===== src/rtl/mips_alu_ctrl.sv =====
// rtl/mips_alu_ctrl.sv - MIPS ALU-control decode into a registered ID/EX issue stage (optional skid buffer: MIPS_ALU_CTRL_SKID_EN)
module mips_alu_ctrl (
    input  logic        clk,
    input  logic        rst,
    input  logic        in_valid,
    output logic        in_ready,
    input  logic [31:0] instr,
    input  logic [31:0] rs_data,
    input  logic [31:0] rt_data,
    output logic        out_valid,
    input  logic        out_ready,
    output logic [1:0]  alu_slct,
    output logic [1:0]  shft_op,
    output logic        arhmt_op,
    output logic        sign_ctrl,
    output logic [1:0]  logic_op,
    output logic [31:0] a,
    output logic [31:0] b,
    output logic        illegal
);
    localparam int W = 73;

    logic [5:0]   w_op;
    logic [5:0]   w_funct;
    logic [31:0]  w_sext;
    logic [31:0]  w_zext;
    logic [1:0]   w_alu_slct;
    logic [1:0]   w_shft_op;
    logic         w_arhmt_op;
    logic         w_sign_ctrl;
    logic [1:0]   w_logic_op;
    logic [31:0]  w_a;
    logic [31:0]  w_b;
    logic         w_illegal;
    logic [W-1:0] w_dec;
    logic         w_push;
    logic         w_pop;
    logic         w_unused_fields;

    logic [W-1:0] r_out;
    logic         r_out_valid;

    assign w_op            = instr[31:26];
    assign w_funct         = instr[5:0];
    assign w_sext          = {{16{instr[15]}}, instr[15:0]};
    assign w_zext          = {16'b0, instr[15:0]};
    assign w_unused_fields = ^instr[25:16];

    // Decode op/funct into ALU unit select, sub-op, signedness and operands
    always_comb begin
        w_alu_slct  = 2'b00;
        w_shft_op   = 2'b00;
        w_arhmt_op  = 1'b0;
        w_sign_ctrl = 1'b0;
        w_logic_op  = 2'b00;
        w_a         = rs_data;
        w_b         = rt_data;
        w_illegal   = 1'b0;
        case (w_op)
            6'h00: begin
                case (w_funct)
                    6'h20: begin w_alu_slct = 2'b10; w_sign_ctrl = 1'b1; end
                    6'h21: begin w_alu_slct = 2'b10; end
                    6'h22: begin w_alu_slct = 2'b10; w_arhmt_op = 1'b1; w_sign_ctrl = 1'b1; end
                    6'h23: begin w_alu_slct = 2'b10; w_arhmt_op = 1'b1; end
                    6'h24: begin w_alu_slct = 2'b11; w_logic_op = 2'b00; end
                    6'h25: begin w_alu_slct = 2'b11; w_logic_op = 2'b01; end
                    6'h26: begin w_alu_slct = 2'b11; w_logic_op = 2'b10; end
                    6'h27: begin w_alu_slct = 2'b11; w_logic_op = 2'b11; end
                    6'h2A: begin w_alu_slct = 2'b01; w_arhmt_op = 1'b1; w_sign_ctrl = 1'b1; end
                    6'h2B: begin w_alu_slct = 2'b01; w_arhmt_op = 1'b1; end
                    6'h00: begin w_shft_op = 2'b00; w_a = {27'b0, instr[10:6]}; end
                    6'h02: begin w_shft_op = 2'b01; w_a = {27'b0, instr[10:6]}; end
                    6'h03: begin w_shft_op = 2'b10; w_a = {27'b0, instr[10:6]}; end
                    6'h04: begin w_shft_op = 2'b00; end
                    6'h06: begin w_shft_op = 2'b01; end
                    6'h07: begin w_shft_op = 2'b10; end
                    default: w_illegal = 1'b1;
                endcase
            end
            6'h08: begin w_alu_slct = 2'b10; w_sign_ctrl = 1'b1; w_b = w_sext; end
            6'h09: begin w_alu_slct = 2'b10; w_b = w_sext; end
            6'h0A: begin w_alu_slct = 2'b01; w_arhmt_op = 1'b1; w_sign_ctrl = 1'b1; w_b = w_sext; end
            6'h0B: begin w_alu_slct = 2'b01; w_arhmt_op = 1'b1; w_b = w_sext; end
            6'h0C: begin w_alu_slct = 2'b11; w_logic_op = 2'b00; w_b = w_zext; end
            6'h0D: begin w_alu_slct = 2'b11; w_logic_op = 2'b01; w_b = w_zext; end
            6'h0E: begin w_alu_slct = 2'b11; w_logic_op = 2'b10; w_b = w_zext; end
            6'h0F: begin w_shft_op = 2'b00; w_a = 32'd16; w_b = w_zext; end
            default: w_illegal = 1'b1;
        endcase
        // An unsupported word still issues, but carries no operation
        if (w_illegal) begin
            w_a = 32'b0;
            w_b = 32'b0;
        end
    end

    assign w_dec = {w_alu_slct, w_shft_op, w_arhmt_op, w_sign_ctrl, w_logic_op, w_a, w_b, w_illegal};
    assign {alu_slct, shft_op, arhmt_op, sign_ctrl, logic_op, a, b, illegal} = r_out;
    assign out_valid = r_out_valid;
    assign w_push    = in_valid && in_ready;
    assign w_pop     = r_out_valid && out_ready;

`ifdef MIPS_ALU_CTRL_SKID_EN
    logic [W-1:0] r_skid;
    logic         r_skid_valid;

    // Ready depends only on skid occupancy, so out_ready never reaches in_ready
    assign in_ready = !rst && !r_skid_valid;

    // Output register backed by one skid entry that absorbs a word accepted during a stall
    always_ff @(posedge clk) begin
        if (rst) begin
            r_out        <= '0;
            r_out_valid  <= 1'b0;
            r_skid       <= '0;
            r_skid_valid <= 1'b0;
        end else if (w_pop && r_skid_valid) begin
            r_out        <= r_skid;
            r_skid_valid <= 1'b0;
        end else if (w_push) begin
            if (!r_out_valid || w_pop) begin
                r_out       <= w_dec;
                r_out_valid <= 1'b1;
            end else begin
                r_skid       <= w_dec;
                r_skid_valid <= 1'b1;
            end
        end else if (w_pop) begin
            r_out_valid <= 1'b0;
        end
    end
`else
    // Accept when the output slot is empty or being drained this cycle
    assign in_ready = !rst && (!r_out_valid || out_ready);

    // Single ID/EX register; a push during a pop replaces the word with no bubble
    always_ff @(posedge clk) begin
        if (rst) begin
            r_out       <= '0;
            r_out_valid <= 1'b0;
        end else if (w_push) begin
            r_out       <= w_dec;
            r_out_valid <= 1'b1;
        end else if (w_pop) begin
            r_out_valid <= 1'b0;
        end
    end
`endif
endmodule


===== config.mk =====
export PLATFORM = sky130hd
export DESIGN_NAME = mips_alu_ctrl
export DESIGN_NICKNAME = d
export VERILOG_FILES = /design/src/rtl/mips_alu_ctrl.sv
export SDC_FILE = /design/constraint.sdc
export NUM_CORES = 1
export LEC_CHECK = 0
export ABC_CLOCK_PERIOD_IN_PS = 3450
export BUFFER_PORTS_ARGS = -buffer_cell sky130_fd_sc_hd__buf_2
export CORE_ASPECT_RATIO = 0.75
export CORE_MARGIN = 1
export CORE_UTILIZATION = 49
export CTS_CLUSTER_DIAMETER = 80
export DETAILED_ROUTE_END_ITERATION = 7
export PLACE_DENSITY_LB_ADDON = 0.25
export SYNTH_ARGS = -nofsm -noshare
export SYNTH_HDL_FRONTEND = slang
export SYNTH_SLANG_ARGS = --single-unit
export TNS_END_PERCENT = 30

===== constraint.sdc =====
create_clock -name clk -period 3.45 [get_ports clk]
set_clock_uncertainty 0.2 [all_clocks]
set_input_delay 0.1725 -clock clk [delete_from_list [all_inputs] [get_ports clk]]
set_output_delay 0.1725 -clock clk [all_outputs]
set_load 0.01 [all_outputs]

Yosys cells after proc, flatten, opt, wreduce, memory -nomap -nowiden --
Index checks and enable logic that the tools add are counted.
Word-level totals: bits of input ports 100, bits in registers 74, word-level logic and storage cells 69, output and inout port bits 75
Operators by class: muxes and demuxes 19, equality and inequality tests 23, reduce and logical (&&, ||, !) cells 25
Operators by type and width (number):
- 32-bit one-hot mux with 2 select lines | 2
- 32-bit two-way mux | 3
- 6-bit equality test (second input constant) | 10
- 6-bit by 4-bit equality test with 1-bit output (second input constant) | 8
- 4-bit OR reduction | 5
- 6-bit by 3-bit equality test with 1-bit output (second input constant) | 3
- 2-bit one-hot mux with 3 select lines | 3
- 16-bit OR reduction | 1
- 6-bit by 2-bit equality test with 1-bit output (second input constant) | 2
- 6-bit logical NOT | 2
- 2-bit OR reduction | 6
- 3-bit OR reduction | 3
- 2-bit one-hot mux with 4 select lines | 1
- 8-bit OR reduction | 1
- 1-bit one-hot mux with 2 select lines | 3
- 1-bit two-way mux | 5
- 2-bit one-hot mux with 2 select lines | 1
- 1-bit logical AND | 3
- 1-bit logical NOT | 2
- 2-bit two-way mux | 1
- 2-bit nonzero test | 1
- 1-bit logical OR | 1

Longest topological paths before layout --
Gate-level depths: netlist (run 1).
depth after elaboration 5, gate-level depth with buffers 8, depth with buffers taken out 5

Least setup slack after synthesis (run 1) --
Ideal clock, no wire load.
path kind input-to-reg, start point in instr[27], end point reg r_out[26], setup time 0.085 ns, arrival time 1.395 ns, stages on the path 7, slack 1.770 ns, required time 3.165 ns, path buffers 2, cell sequence buf_6 -> nor4_4 -> nand2_2 -> nand2_1 -> o2111ai_4 -> buf_6 -> o31ai_2
On the way: cells in the longest elaborated chain, start to end 4, elaborated cells between the ends (all ways) 15, classes of those cells eq/ne: 8; mux: 3; reduce/logical: 4
RTL lines:
- start: declaration | line 7 | input logic [31:0] instr,
- 6-bit by 4-bit equality test with 1-bit output | line 59 | case (w_op)
- 8-bit OR reduction (no line) / 4-bit OR reduction (equally long branches)
- 1-bit one-hot mux with 2 select lines / 32-bit one-hot mux with 2 select lines (equally long branches) | line 59
- 32-bit two-way mux (*) | line 92 | if (w_illegal) begin
- end signal: assignment | line 143 | r_out <= w_dec;
- end: declaration | line 40 | logic [W-1:0] r_out;
Mark *: on every way between the ends. The rest lies on a longest branch, timed or not. A chain may end at the register's enable or synchronous reset.

Worst setup path in the final report (run 1) --
start point in instr[27], end point reg r_out[61]
On the way: cells in the longest elaborated chain, start to end 4, elaborated cells between the ends (all ways) 13, classes of those cells eq/ne: 8; mux: 3; reduce/logical: 2
RTL lines (line):
- 6-bit by 4-bit equality test with 1-bit output | 59
- 8-bit OR reduction (no line)
- 1-bit one-hot mux with 2 select lines | 59
- 32-bit two-way mux (*) | 92
Marks and branches as above.

==> results of run 1 <==
## power by group through the flow
stage | sequential [mW] | clock, mW | combinational [mW]
5_1_grt | 0.878 | 0.876 | 0.321
3_3_place_gp | 0.895 | 0 | 0.209
3_5_place_dp | 0.895 | 0 | 0.213
6_report | 0.876 | 0.830 | 0.298
4_1_cts | 0.875 | 0.836 | 0.286
2_1_floorplan | 0.903 | 0 | 0.115
## metal layers
layer	part of all wire, %	track usage, %	vias to the layer above
li1	-	-	1844
met1	41	35.05	1821
met2	51	57.18	173
met3	6.3	7.614	18
met4	1.5	9.804	0
met5	0	0	-
## cell usage after synthesis, types with 5 or more instances
cell and number:
dfxtp_1 74, nand2_1 58, o21ai_0 40, nand4b_1 28
nor2_1 27, nand3b_1 20, clkbuf_1 18, mux2i_1 16
o21ai_2 10, o31ai_2 9, a21oi_1 7, a31oi_1 7
o31ai_1 7, buf_6 6, and3_1 5
## worst paths after layout
path,endpoint,slack (ps),cells past startpoint
max,r_out[61],750,7
min reg2reg,r_out[53],250,2
max reg2reg,r_out[34],1230,5
min,r_out[37],20,3
## worst min-delay path, cell delays in order
cell      delay, ps
buf_2            90
mux2i_1         170
a221oi_2         80
## per-stage QoR
step / setup slack (ps) / hold slack, ps / cells / util (%) / power [mW]
2_1_floorplan: 1770 / 93.17 / 384 / - / 1.018
3_3_place_gp: 1009 / 202.5 / 619 / 62.61 / 1.104
3_5_place_dp: 1007 / 210.3 / 619 / 62.61 / 1.109
4_1_cts: 842.9 / 11.42 / 714 / 77.65 / 1.997
5_1_grt: 606.2 / 32.12 / 714 / 77.65 / 2.075
6_report: 751.4 / 22.69 / 714 / 77.65 / 2.003
## timing repair
action,CTS,global route
hold endpoints to repair,68,0
setup endpoints to repair,0,0
hold buffers,79,0
## flip-flops by register name (all words and copies together), names as in the netlist
name	count
out_valid	1
r_out	73
## cells by family after synthesis
kind of cell | Yosys count
and+or+nand+nor | 160
AOI/OAI and AO/OA | 98
DFF | 74
buffers and inverters | 36
muxes | 16
## final cells by class
class	instances	area share [%]
timing repair buffer	249	31.08
inverter	3	0.2113
clock inverter	6	2.136
multi-input combinational	274	34.08
tap	98	2.300
sequential	74	27.79
clock buffer	10	2.394
==> out/metrics.cfg, run 1 <==
[clock_network]
cts_inserted_buffers=9
clock_path_buffers=2
cts_setup_buffers=0
cts_sinks=74
htree_levels=3
cts_resized=0
clk_pin_slew_worst_paths_ps=80
insertion_delay_ps=350
cts_tree=done
cts_root_buffer=clkbuf_8

[global_routing]
grt_first_pass_wirelength_um=17760
antenna_found_initial=0
grtUsageTotal_pct=30.59
grt_overflow=0
grt_max_degree=77
first_global_vias=3702

[pwr]
seq_power_share_pct=43.7
sw_frac_of_total_pct=24.83
pwr-share-comb_pct=14.9
p_switching_uw=497.4
p_int_mw=1.506
p_leak_nw=2.333
ir_drop_mv=0.3065
powerDensity_mw_per_mm2=375.9
pwr-share-clk_pct=41.4

[synth]
yosysTopAreaCell=dfxtp_1
syn_area_mm2=0.003493
ys_ff_latch=74
synth_warnings=0
yosysTopAreaCellShare_pct=42.41
synthSimpleGateAreaFrac_pct=25.75
synth_mux_area_share_pct=4.585
synthArstFlopShare_pct=0
ys_types=43
synth_compound_area_share_pct=21.10
avgSynthCellArea_um2=9.097
syn-instance-count=384
synth_top_family_by_area=simple AND/OR/NAND/NOR gates
synth_edf_count=0
synth.top_cells.by_area=dfxtp_1, nand4b_1, nand2_1
synth_nets=484
yosysSeqAreaShare_pct=42.41
synthAdderAreaFrac_pct=0
yosys_most_used_dff=dfxtp_1
synthXorXnorAreaFrac_pct=0

[cells_and_area]
design_area_mm2=0.005330
syn2layout_area_growth_pct=52.58
multiInputGateArea_mm2=0.001817
drive_gt1_share_pct=34.58
seq_area_mm2=0.001481
num-nets-final=711
num_antenna_cells=0
fillers=472
layout_commonest_cell=buf_2
final_cell_mix=buf_2, dlygate4sd3_1, dfxtp_1

[job]
cap_violations=0

[setup_path]
critPathCaptureType=flop
crit_arrival_ps=2670
cp_data_required_time_ps=3420
criticalPathCategory=in2reg
crit_buf_inv=2
max_stage_delay_ps=660
cp_cell_sequence=dlygate4sd3_1, buf_2, nor4_4, and4_1, nand2_1, nand4b_1, o21ai_0
critPathMaxFanout=32
crit_start=instr[27]
start_kind=input pin
cp_slowest_cell=nand2_1
path_delay_family=simple AND/OR/NAND/NOR gates
timing.rr.start=out_valid

[die]
io_pins=175
core_area_mm2=0.006864
start_util_pct=50.89
die_x_um=99.50
die-area_mm2=0.007475
rows=26
die_h_um=75.13

[worst_hold_path]
min-delay-start=rs_data[4]
hp-class=in2reg

[timing]
setup_tns_ps=0
worst_pin_slew_ps=1109
setup_viol=0
relSlewSlack_pct=25.89
min_period_ps=2699
rsz0062_at_grt=false
timing.final.hold_violations=0
max_freq_ghz=0.3706
layout_worst_path_cycle_share_pct=78.22
slew_viol_final=0

[place]
placed_area_mm2=0.004298
io_buffers=164
gp_congestion=0.8744
dp_hpwl_um=6291

[detailed_routing]
viasPerCell=5.401
drt_pre_antenna_iters=5
antenna_left=0
drt-total-wl_um=11650
drc=0
wl_per_cell_um=16.31
vias=3856
drt_iter0_drc=250

[status]
status=complete, no violations

Note: power is estimated with default switching activity, not from simulation.
==> run 2: changes to the inputs <==
--- a/config.mk
+++ b/config.mk
@@ -5,11 +5,12 @@
 export SDC_FILE = /design/constraint.sdc
 export NUM_CORES = 1
 export LEC_CHECK = 0
-export ABC_CLOCK_PERIOD_IN_PS = 3450
+export ABC_AREA = 1
+export ABC_CLOCK_PERIOD_IN_PS = 2650
 export BUFFER_PORTS_ARGS = -buffer_cell sky130_fd_sc_hd__buf_2
 export CORE_ASPECT_RATIO = 0.75
 export CORE_MARGIN = 1
-export CORE_UTILIZATION = 49
+export CORE_UTILIZATION = 48
 export CTS_CLUSTER_DIAMETER = 80
 export DETAILED_ROUTE_END_ITERATION = 7
 export PLACE_DENSITY_LB_ADDON = 0.25
==> constraint.sdc (replaced) <==
create_clock -name clk -period 2.65 [get_ports clk]
set_clock_uncertainty 0.2 [all_clocks]
set_input_delay 0.1325 -clock clk [delete_from_list [all_inputs] [get_ports clk]]
set_output_delay 0.1325 -clock clk [all_outputs]
set_load 0.01 [all_outputs]
==> run 2 against run 1 <==
  * The flow now finishes with violations (hold timing)
  * Largest cell class unchanged
  * Critical path depth grew 3
  * Cell count grew 30%
  * Clock power grew 40%
  * Global-route usage shrank 2.8 points
  * Clock-buffer cell count shrank 1
  * Hold slack lost 23 ps
  * Area after synthesis grew 15%
  * Highest routed layer unchanged
  * Via count grew 21%
  * Critical endpoint is now r_out[66]
  * Combinational power grew 37%
==> out/metrics.cfg, run 2 <==
[status]
status=complete, but fails checks
violations=hold timing

[setup_path]
r2r_cells=9
timing.rr.start=out_valid
r2r-end=r_out[66]
crit_arrival_ps=2480
ff2ff_setup_slack_ps=270
criticalPathCategory=in2reg
cp_data_required_time_ps=2730
critPathMaxFanout=10
critPathCaptureType=flop
start_kind=input pin

[detailed_routing]
viasPerCell=5.013
drc=0
vias=4662
drt_iter0_drc=282
drt-total-wl_um=12100
wl_per_cell_um=13.01
drt_pre_antenna_iters=5
antenna_left=0

[die]
die_x_um=107.6
io_pins=175
start_util_pct=50.22
rows=28
die_h_um=81.17
core_area_mm2=0.007988
die-area_mm2=0.008731

[synth]
yosys_most_used_dff=dfxtp_1
synth.top_cells.by_area=dfxtp_1, nor2_1, nand2_1
synthArstFlopShare_pct=0
synth_warnings=0
avgSynthCellArea_um2=6.501
yosysTopAreaCell=dfxtp_1
synth_edf_count=0
syn-instance-count=617
synth_nets=717
yosysTopAreaCellShare_pct=36.93
yosysMostFrequentCell=nor2_1
synthTopCellsByCount=nor2_1, nand2_1, inv_1
ys_types=26
yosysSeqAreaShare_pct=36.93
syn_area_mm2=0.004011
ys_ff_latch=74

[cells_and_area]
num_antenna_cells=0
drive_gt1_share_pct=26.30
syn2layout_area_growth_pct=41.89
layout_commonest_cell=buf_2
top_register=r_out
fillers=678
stdcell_count=930
final_cell_mix=buf_2, nor2_1, nand2_1
largest_register_ff_count=73
num-nets-final=920

[global_routing]
grt_max_degree=73
first_global_vias=4252
grt_first_pass_wirelength_um=19320
grt_overflow=0
grtUsageTotal_pct=27.81
antenna_found_initial=0

[clock_network]
cts_sinks=74
cts_resized=0
cts_root_buffer=clkbuf_8
insertion_delay_ps=350
cts_inserted_buffers=9
clock_path_buffers=2
htree_levels=3
clk_pin_slew_worst_paths_ps=80
cts_setup_buffers=0
cts_tree=done

[worst_hold_path]
hold_depth=5
hp-class=in2reg
min-delay-start=rt_data[10]
holdPathEnd=r_out[11]

[place]
dp_hpwl_um=7514
gp_congestion=0.8763
placed_cells=854
io_buffers=164

[timing]
relSlewSlack_pct=49.24
slew_viol_final=0
timing.final.hold_violations=1
min_period_ps=2406
layout_worst_path_cycle_share_pct=90.78
setup_tns_ps=0
setup_viol=0
holdWs_ps=-0.6804
worst_pin_slew_ps=761.3
max_freq_ghz=0.4157
rsz0062_at_grt=false

[job]
cap_violations=0

[pwr]
p_leak_nw=3.003
powerDensity_mw_per_mm2=476.2
ir_drop_mv=0.2949

-- run 2: cell types whose count changed after synthesis, moves of 13 or more --
cell and delta:
o21ai_0 -22, nor2_1 +104, a21oi_1 +33, nand2_1 +49
nand3_1 +33, buf_2 +13, nand4b_1 -28, mux2i_1 -16
inv_1 +81, nand4_1 +37
-- run 2: where the power goes --
part	switching (mW)	internal (mW)	total (mW)
combinational	0.227	0.182	0.409
clock	0.443	0.721	1.16
sequential	0.00903	1.13	1.14
-- run 2: timing repair --
| action | 4_1_cts | 5_1_grt |
|---|---|---|
| hold endpoints to repair | 50 | 0 |
| hold buffers | 60 | 0 |
| setup endpoints to repair | 0 | 0 |
-- run 2: through the flow --
step | hold slack (ps) | power (mW) | instance area, um2 | utilization [%] | setup WS (ps)
2_1_floorplan | 53.17 | 1.376 | 4011 | - | 937.4
3_5_place_dp | 192.5 | 1.500 | 4826 | 60.42 | 548.5
5_1_grt | 57.44 | 2.819 | 5692 | 71.26 | 68.07
3_3_place_gp | 169.6 | 1.495 | 4826 | 60.42 | 610.9
6_report | -0.6804 | 2.711 | 5692 | 71.26 | 244.3
4_1_cts | 3.928 | 2.719 | 5692 | 71.26 | 311.3
-- run 2: critical path: stages --
cell	delay, ps
dlygate4sd3_1	530
buf_2	140
nor2_1	120
nand2_1	150
nor2_8	190
inv_2	90
nor2_1	270
nand4_1	130
dlygate4sd3_1	580
a21oi_1	140
-- run 2: layout make-up --
class	instances	area [um2]	area share [%]
Clock buffer	9	123.9	2.176
Clock inverter	7	141.4	2.484
Tap cell	105	131.4	2.308
Sequential cell	74	1481	26.03
Timing Repair Buffer	230	1466	25.76
Multi-Input combinational cell	418	2021	35.50
Inverter	87	326.6	5.738
-- run 2: logic make-up (layout without fill, tap and decap cells) --
family                 Yosys count  after routing  synth area share [%]
AO/OA/AOI/OAI                   64             64                 8.547
buffers and inverters          125            333                 12.76
flip-flops                      74             74                 36.93
AND/OR/NAND/NOR                354            354                 41.77
-- run 2: per-layer routing --
metal  wire (um)  GRT usage (%)
met5           0              0
met4         324          12.74
met3         750          6.501
met2        5749          46.67
met1        5271          34.08
-- run 2: worst max path at each step --
| stage | slack, ps | start | endpoint | cells past startpoint |
|---|---|---|---|---|
| after floorplan | 940 | out_valid | r_out[65] | 9 |
| after global placement | 610 | instr[31] | r_out[9] | 11 |
| after detailed placement | 550 | instr[31] | r_out[12] | 11 |
| after CTS | 310 | out_valid | r_out[66] | 9 |
| after global routing | 70 | instr[29] | r_out[69] | 10 |
| final | 240 | instr[29] | r_out[66] | 10 |
